--- src/rtl/wb_burst_reader.sv ---
// Pipelined Wishbone burst-read master: issues one read per word under a credit
// limit (in-flight + buffered <= DEPTH) and streams returned words through a FIFO.
module wb_burst_reader #(
    parameter int unsigned ADDR_W   = 32,
    parameter int unsigned DATA_L   = 4,
    parameter int unsigned LEN_W    = 16,
    parameter int unsigned ADDR_INC = 1,
    parameter int unsigned DEPTH    = 4
) (
    input  logic                clk,
    input  logic                rst_n,
    input  logic                cmd_valid,
    output logic                cmd_ready,
    input  logic [ADDR_W-1:0]   cmd_addr,
    input  logic [LEN_W-1:0]    cmd_len,
    output logic                busy,
    output logic                done,
    output logic                out_valid,
    input  logic                out_ready,
    output logic [DATA_L*8-1:0] out_data,
    output logic                wb_cyc,
    output logic                wb_stb,
    input  logic                wb_stall,
    input  logic                wb_ack,
    output logic [ADDR_W-1:0]   wb_adr,
    output logic [DATA_L*8-1:0] wb_dat_w,
    input  logic [DATA_L*8-1:0] wb_dat_r,
    output logic                wb_we,
    output logic [DATA_L-1:0]   wb_sel
);
    localparam int unsigned DATA_W = DATA_L * 8;
    localparam int unsigned PTR_W  = $clog2(DEPTH);
    localparam int unsigned CNT_W  = PTR_W + 1;
    localparam int unsigned CRD_W  = CNT_W + 1;

    typedef enum logic [1:0] {
        IDLE  = 2'd0,
        ISSUE = 2'd1,
        DRAIN = 2'd2
    } state_e;

    state_e             state_q, state_d;
    logic               cyc_q, cyc_d;
    logic               stb_q, stb_d;
    logic [ADDR_W-1:0]  adr_q, adr_d;
    logic [LEN_W-1:0]   rem_q, rem_d;
    logic               done_q, done_d;
    logic               busy_q, busy_d;
    logic               cmd_ready_q, cmd_ready_d;
    logic [CNT_W-1:0]   infl_q, infl_d;
    logic [CNT_W-1:0]   cnt_q, cnt_d;
    logic [PTR_W-1:0]   wr_ptr_q, wr_ptr_d;
    logic [PTR_W-1:0]   rd_ptr_q, rd_ptr_d;
    logic               out_valid_q, out_valid_d;
    logic [DATA_W-1:0]  out_data_q, out_data_d;
    logic [DATA_W-1:0]  mem_q [DEPTH];

    logic               issue;
    logic               push;
    logic               pop;
    logic [CRD_W-1:0]   credit_d;
    logic               room;

    // Next-state, counters and burst control
    always_comb begin
        state_d     = state_q;
        cyc_d       = cyc_q;
        stb_d       = 1'b0;
        adr_d       = adr_q;
        rem_d       = rem_q;
        done_d      = 1'b0;
        busy_d      = busy_q;
        cmd_ready_d = cmd_ready_q;

        issue    = stb_q && !wb_stall;
        push     = wb_ack && (infl_q != '0);
        pop      = out_valid_q && out_ready;
        infl_d   = infl_q + CNT_W'(issue) - CNT_W'(push);
        cnt_d    = cnt_q + CNT_W'(push) - CNT_W'(pop);
        credit_d = CRD_W'(infl_d) + CRD_W'(cnt_d);
        room     = credit_d < CRD_W'(DEPTH);
        wr_ptr_d = push ? wr_ptr_q + PTR_W'(1) : wr_ptr_q;
        rd_ptr_d = pop  ? rd_ptr_q + PTR_W'(1) : rd_ptr_q;

        out_valid_d = (cnt_d != '0);
        out_data_d  = out_data_q;
        // A word pushed into an otherwise empty FIFO becomes the head directly
        if (cnt_d != '0) begin
            out_data_d = (push && ((cnt_q - CNT_W'(pop)) == '0)) ? wb_dat_r : mem_q[rd_ptr_d];
        end

        case (state_q)
            IDLE: begin
                cmd_ready_d = 1'b1;
                cyc_d       = 1'b0;
                busy_d      = 1'b0;
                if (cmd_valid && cmd_ready_q) begin
                    if (cmd_len == '0) begin
                        done_d = 1'b1;
                    end else begin
                        state_d     = ISSUE;
                        cyc_d       = 1'b1;
                        busy_d      = 1'b1;
                        cmd_ready_d = 1'b0;
                        adr_d       = cmd_addr;
                        rem_d       = cmd_len;
                        stb_d       = room;
                    end
                end
            end
            ISSUE: begin
                if (issue) begin
                    adr_d = adr_q + ADDR_W'(ADDR_INC);
                    rem_d = rem_q - LEN_W'(1);
                end
                if (rem_d == '0) begin
                    state_d = DRAIN;
                end else begin
                    stb_d = room;
                end
            end
            DRAIN: begin
                if (infl_d == '0) begin
                    state_d     = IDLE;
                    cyc_d       = 1'b0;
                    done_d      = 1'b1;
                    busy_d      = 1'b0;
                    cmd_ready_d = 1'b1;
                end
            end
            default: begin
                state_d = IDLE;
            end
        endcase
    end

    always_ff @(posedge clk or negedge rst_n) begin
        if (!rst_n) begin
            state_q     <= IDLE;
            cyc_q       <= 1'b0;
            stb_q       <= 1'b0;
            adr_q       <= '0;
            rem_q       <= '0;
            done_q      <= 1'b0;
            busy_q      <= 1'b0;
            cmd_ready_q <= 1'b0;
            infl_q      <= '0;
            cnt_q       <= '0;
            wr_ptr_q    <= '0;
            rd_ptr_q    <= '0;
            out_valid_q <= 1'b0;
            out_data_q  <= '0;
        end else begin
            state_q     <= state_d;
            cyc_q       <= cyc_d;
            stb_q       <= stb_d;
            adr_q       <= adr_d;
            rem_q       <= rem_d;
            done_q      <= done_d;
            busy_q      <= busy_d;
            cmd_ready_q <= cmd_ready_d;
            infl_q      <= infl_d;
            cnt_q       <= cnt_d;
            wr_ptr_q    <= wr_ptr_d;
            rd_ptr_q    <= rd_ptr_d;
            out_valid_q <= out_valid_d;
            out_data_q  <= out_data_d;
        end
    end

    // FIFO storage needs no reset; occupancy is tracked by cnt_q
    always_ff @(posedge clk) begin
        if (push) begin
            mem_q[wr_ptr_q] <= wb_dat_r;
        end
    end

    // An ack with nothing outstanding is a slave protocol error
    always_ff @(posedge clk) begin
        if (rst_n && wb_ack) begin
            assert (infl_q != '0);
        end
    end

    assign cmd_ready = cmd_ready_q;
    assign busy      = busy_q;
    assign done      = done_q;
    assign out_valid = out_valid_q;
    assign out_data  = out_data_q;
    assign wb_cyc    = cyc_q;
    assign wb_stb    = stb_q;
    assign wb_adr    = adr_q;
    assign wb_dat_w  = '0;
    assign wb_we     = 1'b0;
    assign wb_sel    = '1;

endmodule
--- config.mk ---
export PLATFORM = sky130hd
export DESIGN_NAME = wb_burst_reader
export DESIGN_NICKNAME = d
export VERILOG_FILES = /design/src/rtl/wb_burst_reader.sv
export SDC_FILE = /design/constraint.sdc
export NUM_CORES = 1
export LEC_CHECK = 0
export BUFFER_PORTS_ARGS = -buffer_cell sky130_fd_sc_hd__buf_2
export CORE_MARGIN = 8
export CORE_UTILIZATION = 50
export DETAILED_ROUTE_END_ITERATION = 12
export HOLD_SLACK_MARGIN = 0.1
export PLACE_DENSITY = 0.78
export SLEW_MARGIN = 10
export SYNTH_ARGS = -nofsm -noshare
export SYNTH_HDL_FRONTEND = slang
export SYNTH_SLANG_ARGS = --single-unit
--- constraint.sdc ---
create_clock -name clk -period 4.05 [get_ports clk]
set_input_delay 1.0125 -clock clk [delete_from_list [all_inputs] [get_ports clk]]
set_output_delay 1.0125 -clock clk [all_outputs]
set_load 0.01 [all_outputs]
==> impl_results.rst, run 1 <==
.. list-table::
   :header-rows: 1

   * - Metric
     - Value
   * - Slew at the pin with the worst max-slew slack
     - 0.740 ns
   * - Post-Synthesis Cell Area
     - ~10000 sq um
   * - Cell area power density
     - 776 nW/um^2
   * - Number of buffers inserted for hold repair after clock tree synthesis
     - 0
   * - Count of final setup violators
     - 0
   * - Via count of the routed design
     - between 7k and 8k
   * - Vias per cell
     - between 5 and 6
   * - Peak clock frequency supported by timing
     - approximately 300 MHz
   * - Starting density of the core
     - between 50% and 60%
   * - Setup repair after global routing missed its margin
     - no
   * - Number of optimization iterations in the first detailed-route pass
     - 4
   * - Max Cap Violations
     - 0
   * - CTS tree
     - built
   * - Root buffer selected by CTS
     - clkbuf_16
   * - Final design area excluding fillers
     - between 10000 and 15000 sq um
   * - Global Route met1 Usage
     - 23.6%
   * - GR peak layer
     - met2
   * - Worst path arrival time
     - around 3.8 ns
   * - Die H
     - around 160 um
   * - Pin count of the biggest net entering global routing
     - 66
   * - Starting DRC count in detailed routing
     - between 400 and 500
   * - Global-route track usage on met2
     - roughly a third
   * - Placed wire-length estimate
     - about 16000 um
   * - Synth Instances
     - around 830
   * - Number of gates resized after CTS
     - 0
   * - Fin. max-slew vios
     - 0
   * - Inserted Diodes
     - 0
   * - Average footprint of a synthesized cell
     - ~13 sq um
   * - Maximum fanout encountered on the critical timing path
     - 3
   * - Critical path data required time
     - 4.49 ns
   * - Synth warnings
     - 0
   * - Worst slew margin relative to its limit
     - around 50%
   * - Std-Cell Rows
     - 53
   * - Number of antenna violations at the first check in global routing
     - 0
   * - Tot GR Track Use
     - a little under a fifth
   * - Time the worst path needs with I/O delays and setup
     - approximately 3.3 ns
   * - Die Footprint
     - roughly 26000 sq um
   * - Number of global-route vias before repair
     - 7277
   * - Largest voltage drop on the vdd net
     - just under 0.4 mV
   * - Layout cells sized above 1
     - 26.0%
   * - H-tree levels
     - 1
   * - Synth unique cells
     - slightly above 70
   * - Kind of critical path
     - in -> reg
   * - Register-to-Register Path Depth
     - 11
   * - Average routed wire per standard cell
     - roughly 19 um
   * - Final worst-path cycle share
     - roughly four fifths
   * - Number of synthesized flops with an enable pin
     - 128
   * - Width of the die
     - roughly 160 um
   * - Maximum clock path buffer count
     - 3
   * - Most frequent cells in the layout
     - buf_2, edfxtp_1, dfrtp_1
   * - Number of top-level pins
     - ~190
   * - Hold Path Cell Cnt
     - 2
   * - Post-synth ARST share
     - a little over two fifths
   * - # DRC
     - 0
   * - Critical Path End Type
     - flip-flop
   * - Clock slew seen by the registers of the worst setup and hold paths
     - 0.06 ns
   * - Clock latency at the later pin of the worst-skew pair
     - just over 0.5 ns
   * - Number of storage elements in the synthesis netlist
     - ~230
   * - Number of cells after detailed placement
     - roughly 1.2k
   * - Total wire length
     - approximately 24000 um
   * - First-pass GRT wire length
     - between 30000 and 40000 um
   * - Total negative slack for setup checks
     - 0 ns
   * - Area growth, synth to finish
     - 17.0%
   * - Remaining global-route overflow
     - 0
   * - Number of setup buffers added after CTS
     - 0
   * - Leakage dissipation
     - approximately 4.8 nW
   * - Number of cells in the finished layout apart from fillers
     - approximately 1.3k
   * - Path category of the worst min-delay check
     - reg -> reg
   * - Placer congestion estimate
     - just under 0.9
   * - Final nets
     - 1084
   * - Cell area after placement
     - 11500 sq um
   * - Post-synthesis sequential area ratio
     - around 60%
   * - GR met3 Demand/Resource
     - around 3.4%
   * - Area inside the core boundary
     - about 21000 sq um
   * - Count of endpoints failing hold in the final timing report
     - 0
   * - Port Buf Inserts
     - between 150 and 200
   * - Status
     - finished, final reports clean
   * - Most frequent standard cell in the layout excluding fill and tap cells
     - buf_2
   * - Number of buffers created by CTS
     - 24
   * - Layout Skew
     - 0.00816 ns
   * - Main flop type after synthesis
     - edfxtp_1
   * - Count of clock tree sinks
     - about 230
   * - Kind of start point of the critical path
     - primary input
   * - Number of antenna-violating nets in the routed design
     - 0
==> critical path, cell delays in order <==
cell and delay, ns:
buf_2 0.10, nand2_1 0.15, inv_1 0.09, ha_1 0.27
inv_1 0.04, ha_1 0.18, fa_1 0.37, xor2_1 0.16
xnor2_1 0.28, ha_1 0.30, or4_1 0.41, a31oi_1 0.19
o311a_1 0.19
==> registers in the layout, summed over array words and instances (netlist names) <==
name / flops
mem_q: 128
out_data: 32
wb_adr: 32
rem_q: 16
cnt_q: 3
infl_q: 3
rd_ptr_q: 2
state_q: 2
wr_ptr_q: 2
busy: 1
cmd_ready: 1
done: 1
out_valid: 1
wb_stb: 1
==> cells in the mapped netlist, types with 4 or more instances <==
cell type	n	area share (%)
a211oi_1	4	0.29
a21oi_1	37	1.8
a22oi_1	5	0.36
a2bb2oi_1	6	0.50
a31oi_1	4	0.24
and2_1	5	0.30
and3_1	6	0.36
buf_2	7	0.33
buf_4	38	2.7
clkbuf_1	34	1.2
dfrtp_1	97	23
edfxtp_1	128	37
ha_1	13	1.6
inv_1	19	0.68
mux2i_1	38	3.6
mux4_2	32	6.9
nand2_1	82	2.9
nand2b_1	6	0.36
nand3_1	26	1.2
nand4_1	10	0.60
nor2_1	47	1.7
nor3_1	10	0.48
nor4_1	9	0.54
o21ai_0	59	2.8
o22ai_1	17	1.0
o31ai_1	5	0.36
or3_1	7	0.42
or4_1	4	0.29
xnor2_1	5	0.42
xor2_1	7	0.58
==> stage by stage <==
stage               total power [mW]  setup WS, ns  util [%]  hold WS [ns]
floorplan                       6.18         0.618         -         0.501
global placement                7.27         0.355      55.2         0.456
detailed placement              7.44         0.210      55.2         0.465
CTS                             9.64         0.747      59.0         0.479
global route                    10.2         0.587      59.0         0.498
finish                          9.53         0.738      59.0         0.473
==> kinds of logic after synthesis <==
| kind of cell | after synthesis | synth area share (%) |
|---|---|---|
| AOI/OAI and AO/OA | 168 | 9.99 |
| adders and majority gates | 15 | 1.93 |
| buffers and inverters | 104 | 5.38 |
| and+or+nand+nor | 236 | 11.3 |
| xor gates and xnor gates | 12 | 1.00 |
| other | 2 | 0.0716 |
| DFF | 225 | 59.8 |
| muxes | 71 | 10.6 |
==> layer usage <==
metal	part of all wire, %	vias to the layer above
li1	-	3351
met1	41	3574
met2	50	235
met3	6.6	42
met4	2.6	0
met5	0	-
==> path summary, 6_finish.rpt <==
check                       startpoint           to  slack [ns]
min in group asynchronous        rst_n   wb_adr[10]        0.54
max                          out_ready       wb_stb        0.74
max reg2reg                  infl_q[1]       wb_stb        0.81
min reg2reg                out_data[6]  out_data[6]        0.47
min                        out_data[6]  out_data[6]        0.47
max in group asynchronous        rst_n    rem_q[15]        2.77
==> layout make-up <==
class | instances | area [sq um]
repair buffers | 173 | 951
multi-input cells | 539 | 3850
clock buffers | 29 | 619
inverters | 20 | 75.1
clock inverters | 15 | 171
fillers | 1700 | 8540
well taps | 275 | 344
flip-flops and latches | 225 | 6270
==> power by group <==
group	internal, mW	switching (mW)	total, mW
Sequential	3.22	0.546	3.77
Clock	1.29	0.880	2.17
Combinational	1.58	2.01	3.59
Total	6.09	3.43	9.53
Note: power is estimated with default switching activity, not from simulation.
==> inputs of run 2 (changes only) <==
Settings changed: PLACE_DENSITY 0.78 to 0.81.
Clock period 4.05 ns to 2.7 ns, I/O delays scaled along.
==> impl_results.rst, run 2 (synthesized netlist as in run 1, its figures left out) <==
.. list-table::
   :header-rows: 1

   * - Metric
     - Value
   * - Status
     - finished, violations left
   * - Violations in the final reports
     - setup timing
   * - Crit path max-delay cell type
     - or4_4
   * - CTS tree
     - built
   * - Max Cap Violations
     - 0 (unchanged)
   * - Cell area after placement
     - 11900 sq um (+3.6%)
   * - Path category of the worst min-delay check
     - in -> async
   * - Final design utilization
     - 63.7% (+4.8 points)
   * - Largest voltage drop on the vdd net
     - 0.741 mV (+88%)
   * - Number of buffers created by CTS
     - 25 (+4.2%)
   * - Number of filler instances in the final layout
     - 1520 (-11%)
   * - Cells traversed along the worst timing path
     - o31ai_4, clkinv_2, ha_4, inv_2, ha_4, fa_2, xnor2_2, ha_2, or4_4, a31oi_4, o311a_1
   * - Total wire length
     - 27800 um (+14%)
   * - Number of optimization iterations in the first detailed-route pass
     - 7 (+3)
   * - Vias per cell
     - 5.87 (+4.0%)
   * - Register area
     - 6270 sq um (unchanged)
   * - Final worst-path cycle share
     - 111%
   * - Port Buf Inserts
     - 155 (unchanged)
   * - Number of top-level pins
     - 193 (unchanged)
   * - Starting DRC count in detailed routing
     - 569 (+36%)
   * - Count of clock tree sinks
     - 225 (unchanged)
   * - Std-Cell Rows
     - 53 (unchanged)
   * - Critical path data required time
     - 3.14 ns (-1.35 ns)
   * - Buffering stage count on the worst path with inverters included
     - 2 (-1)
   * - R2R Setup Slk
     - -0.29 ns (-1.10 ns)
   * - Kind of start point of the critical path
     - flip-flop
   * - Area of the multi-input gates
     - 4190 sq um (+8.8%)
   * - Leakage dissipation
     - 5.24 nW (+10%)
   * - Relative contribution of sequential cells to total power
     - 33.9% (-5.6 points)
   * - Maximum fanout encountered on the critical timing path
     - 2 (-1)
   * - Internal power
     - 10.5 mW (+73%)
   * - Net switching power
     - 6.38 mW (+86%)
   * - Layout cells sized above 1
     - 36.0% (+10 points)
   * - Worst slack at placement
     - -0.605 ns (-0.815 ns)
   * - Register-to-Register Path Depth
     - 11 (unchanged)
   * - Fin. max-slew vios
     - 0 (unchanged)
   * - Kind of critical path
     - reg -> reg
   * - Portion of total power attributed to the clock network
     - 18.2% (-4.6 points)
   * - Time the worst path needs with I/O delays and setup
     - between 2 and 3 ns
   * - Die Footprint
     - 25900 sq um (unchanged)
   * - # DRC
     - 0 (unchanged)
   * - Remaining global-route overflow
     - 0 (unchanged)
   * - Register name with the most flops
     - mem_q
   * - Area growth, synth to finish
     - 26.5%
   * - Worst r2r dst
     - wb_stb
   * - First-pass GRT wire length
     - 41900 um (+7.3%)
   * - Area inside the core boundary
     - 20800 sq um (unchanged)
   * - Total negative slack for setup checks
     - -1.25 ns (-1.25 ns)
   * - Count of final setup violators
     - 30 (+30)
   * - Number of cells in the finished layout apart from fillers
     - 1333 (+4.5%)
   * - Placer congestion estimate
     - 0.891 (+1.4%)
   * - Layout Skew
     - 0.0120 ns (+0.00382 ns)
   * - Placed wire-length estimate
     - 17200 um (+6.0%)
   * - Uppermost layer routed
     - met4
   * - Largest register FFs
     - 128 (unchanged)
   * - Final Worst Setup Slack
     - -0.290 ns (-1.03 ns)
   * - Met2 wire len
     - 13900 um (+15%)
   * - H-tree levels
     - 1 (unchanged)
   * - Wire length on met3
     - 1990 um (+25%)
   * - Relative contribution of combinational cells to total power
     - 47.8% (+10 points)
   * - Switch share
     - 37.7% (+1.7 points)
   * - Number of antenna violations at the first check in global routing
     - 1 (+1)
   * - Cell area power density
     - 1270 nW/um^2 (+64%)
   * - CP most frequent cell
     - ha_4
   * - Die H
     - 161 um (unchanged)
   * - Root buffer selected by CTS
     - clkbuf_16
   * - Clock latency at the later pin of the worst-skew pair
     - 0.51 ns (about the same)
   * - WL met1
     - 10800 um (+7.9%)
   * - Worst path arrival time
     - 3.43 ns (-0.33 ns)
   * - Gate family responsible for the most delay along the worst path
     - adder cells
   * - Pin count of the biggest net entering global routing
     - 66 (unchanged)
   * - Clock slew seen by the registers of the worst setup and hold paths
     - 0.06 ns (about the same)
   * - Tot GR Track Use
     - 19.9% (+1.4 points)
   * - Peak clock frequency supported by timing
     - between 300 and 400 MHz
   * - Count of endpoints failing hold in the final timing report
     - 0 (unchanged)
   * - Setup repair after global routing missed its margin
     - yes
   * - Width of the die
     - 161 um (unchanged)
   * - Number of global-route vias before repair
     - 7938 (+9.1%)
   * - Most frequent cells in the layout
     - buf_2, edfxtp_1, dfrtp_1
   * - Final design area excluding fillers
     - 13300 sq um (+8.1%)
   * - Average routed wire per standard cell
     - 20.9 um (+9.5%)
   * - Via count of the routed design
     - 7822 (+8.6%)
   * - Largest stage delay, worst path
     - 0.43 ns (+0.02 ns)
   * - Number of antenna-violating nets in the routed design
     - 0 (unchanged)
   * - Starting density of the core
     - 50.4% (unchanged)
   * - Critical Path End Type
     - flip-flop
   * - Crit Reg-Reg Startpoint
     - infl_q[1]
   * - Most frequent standard cell in the layout excluding fill and tap cells
     - buf_2
   * - Number of cells after detailed placement
     - 1271 (+3.2%)
   * - Final nets
     - 1139 (+5.1%)
   * - Maximum clock path buffer count
     - 3 (unchanged)
[run 2: cell count changes in the layout (fill, tap and decap cells not counted), sizes merged]
cell,previous run,this run
buf,173,221
clkbuf,29,42
clkinv,11,8
diode,0,1
bufinv,3,0
inv,19,20
[run 2: area by class of cell]
class / instances / area share, %
antenna: 1 / 0.0189
clock buffer: 36 / 5.10
clock inverter: 10 / 0.424
inverter: 20 / 0.575
multi-input combinational: 539 / 31.5
sequential: 225 / 47.3
tap: 275 / 2.59
timing repair buffer: 227 / 12.5
[run 2: worst max path at each step]
stage | depth (start not counted) | from | slack, ns | to
6_report | 11 | infl_q[1] | -0.29 | wb_stb
5_1_grt | 11 | infl_q[1] | -0.38 | wb_stb
4_1_cts | 11 | infl_q[2] | -0.25 | wb_stb
3_5_place_dp | 13 | out_ready | -0.61 | wb_stb
3_3_place_gp | 13 | out_ready | -0.51 | wb_stb
2_1_floorplan | 12 | wb_stall | -0.26 | wb_stb
[run 2: worst register-to-register path: cells and delay by family (launching register included)]
family,cells,cell delay [ns]
compound gates,3,0.66
xor+xnor,1,0.18
flops,1,0.40
fa+ha+maj,4,1.10
buf+inv,2,0.16
simple gates,1,0.43
[run 2: through the flow]
stage / power [mW] / hold slack, ns
2_1_floorplan: 9.34 / 0.379
5_1_grt: 17.8 / 0.129
6_report: 16.9 / 0.121
3_3_place_gp: 11.4 / 0.459
4_1_cts: 15.4 / 0.115
3_5_place_dp: 11.7 / 0.469
[run 2: timing repair]
| item | 4_1_cts | 5_1_grt |
|---|---|---|
| pin swaps | 8 | 49 |
| gates resized for setup | 23 | 104 |
| setup endpoints to repair | 38 | 39 |
| hold buffers | 0 | 0 |
| gates cloned | 3 | 8 |
| setup buffers | 4 | 2 |
[run 2: routing by layer]
layer  up-vias  track usage (%)
met3        99             3.58
met5         -                0
met2       370             33.5
met4         0             8.92
met1      3881             24.8
li1       3472                -
[run 2: power groups by stage]
stage | combinational, mW | sequential (mW) | clock (mW)
after global routing | 8.66 | 5.86 | 3.28
final | 8.08 | 5.73 | 3.08
after global placement | 5.77 | 5.61 | 0
after floorplan | 3.60 | 5.74 | 0
after CTS | 6.63 | 5.63 | 3.13
after detailed placement | 5.99 | 5.66 | 0
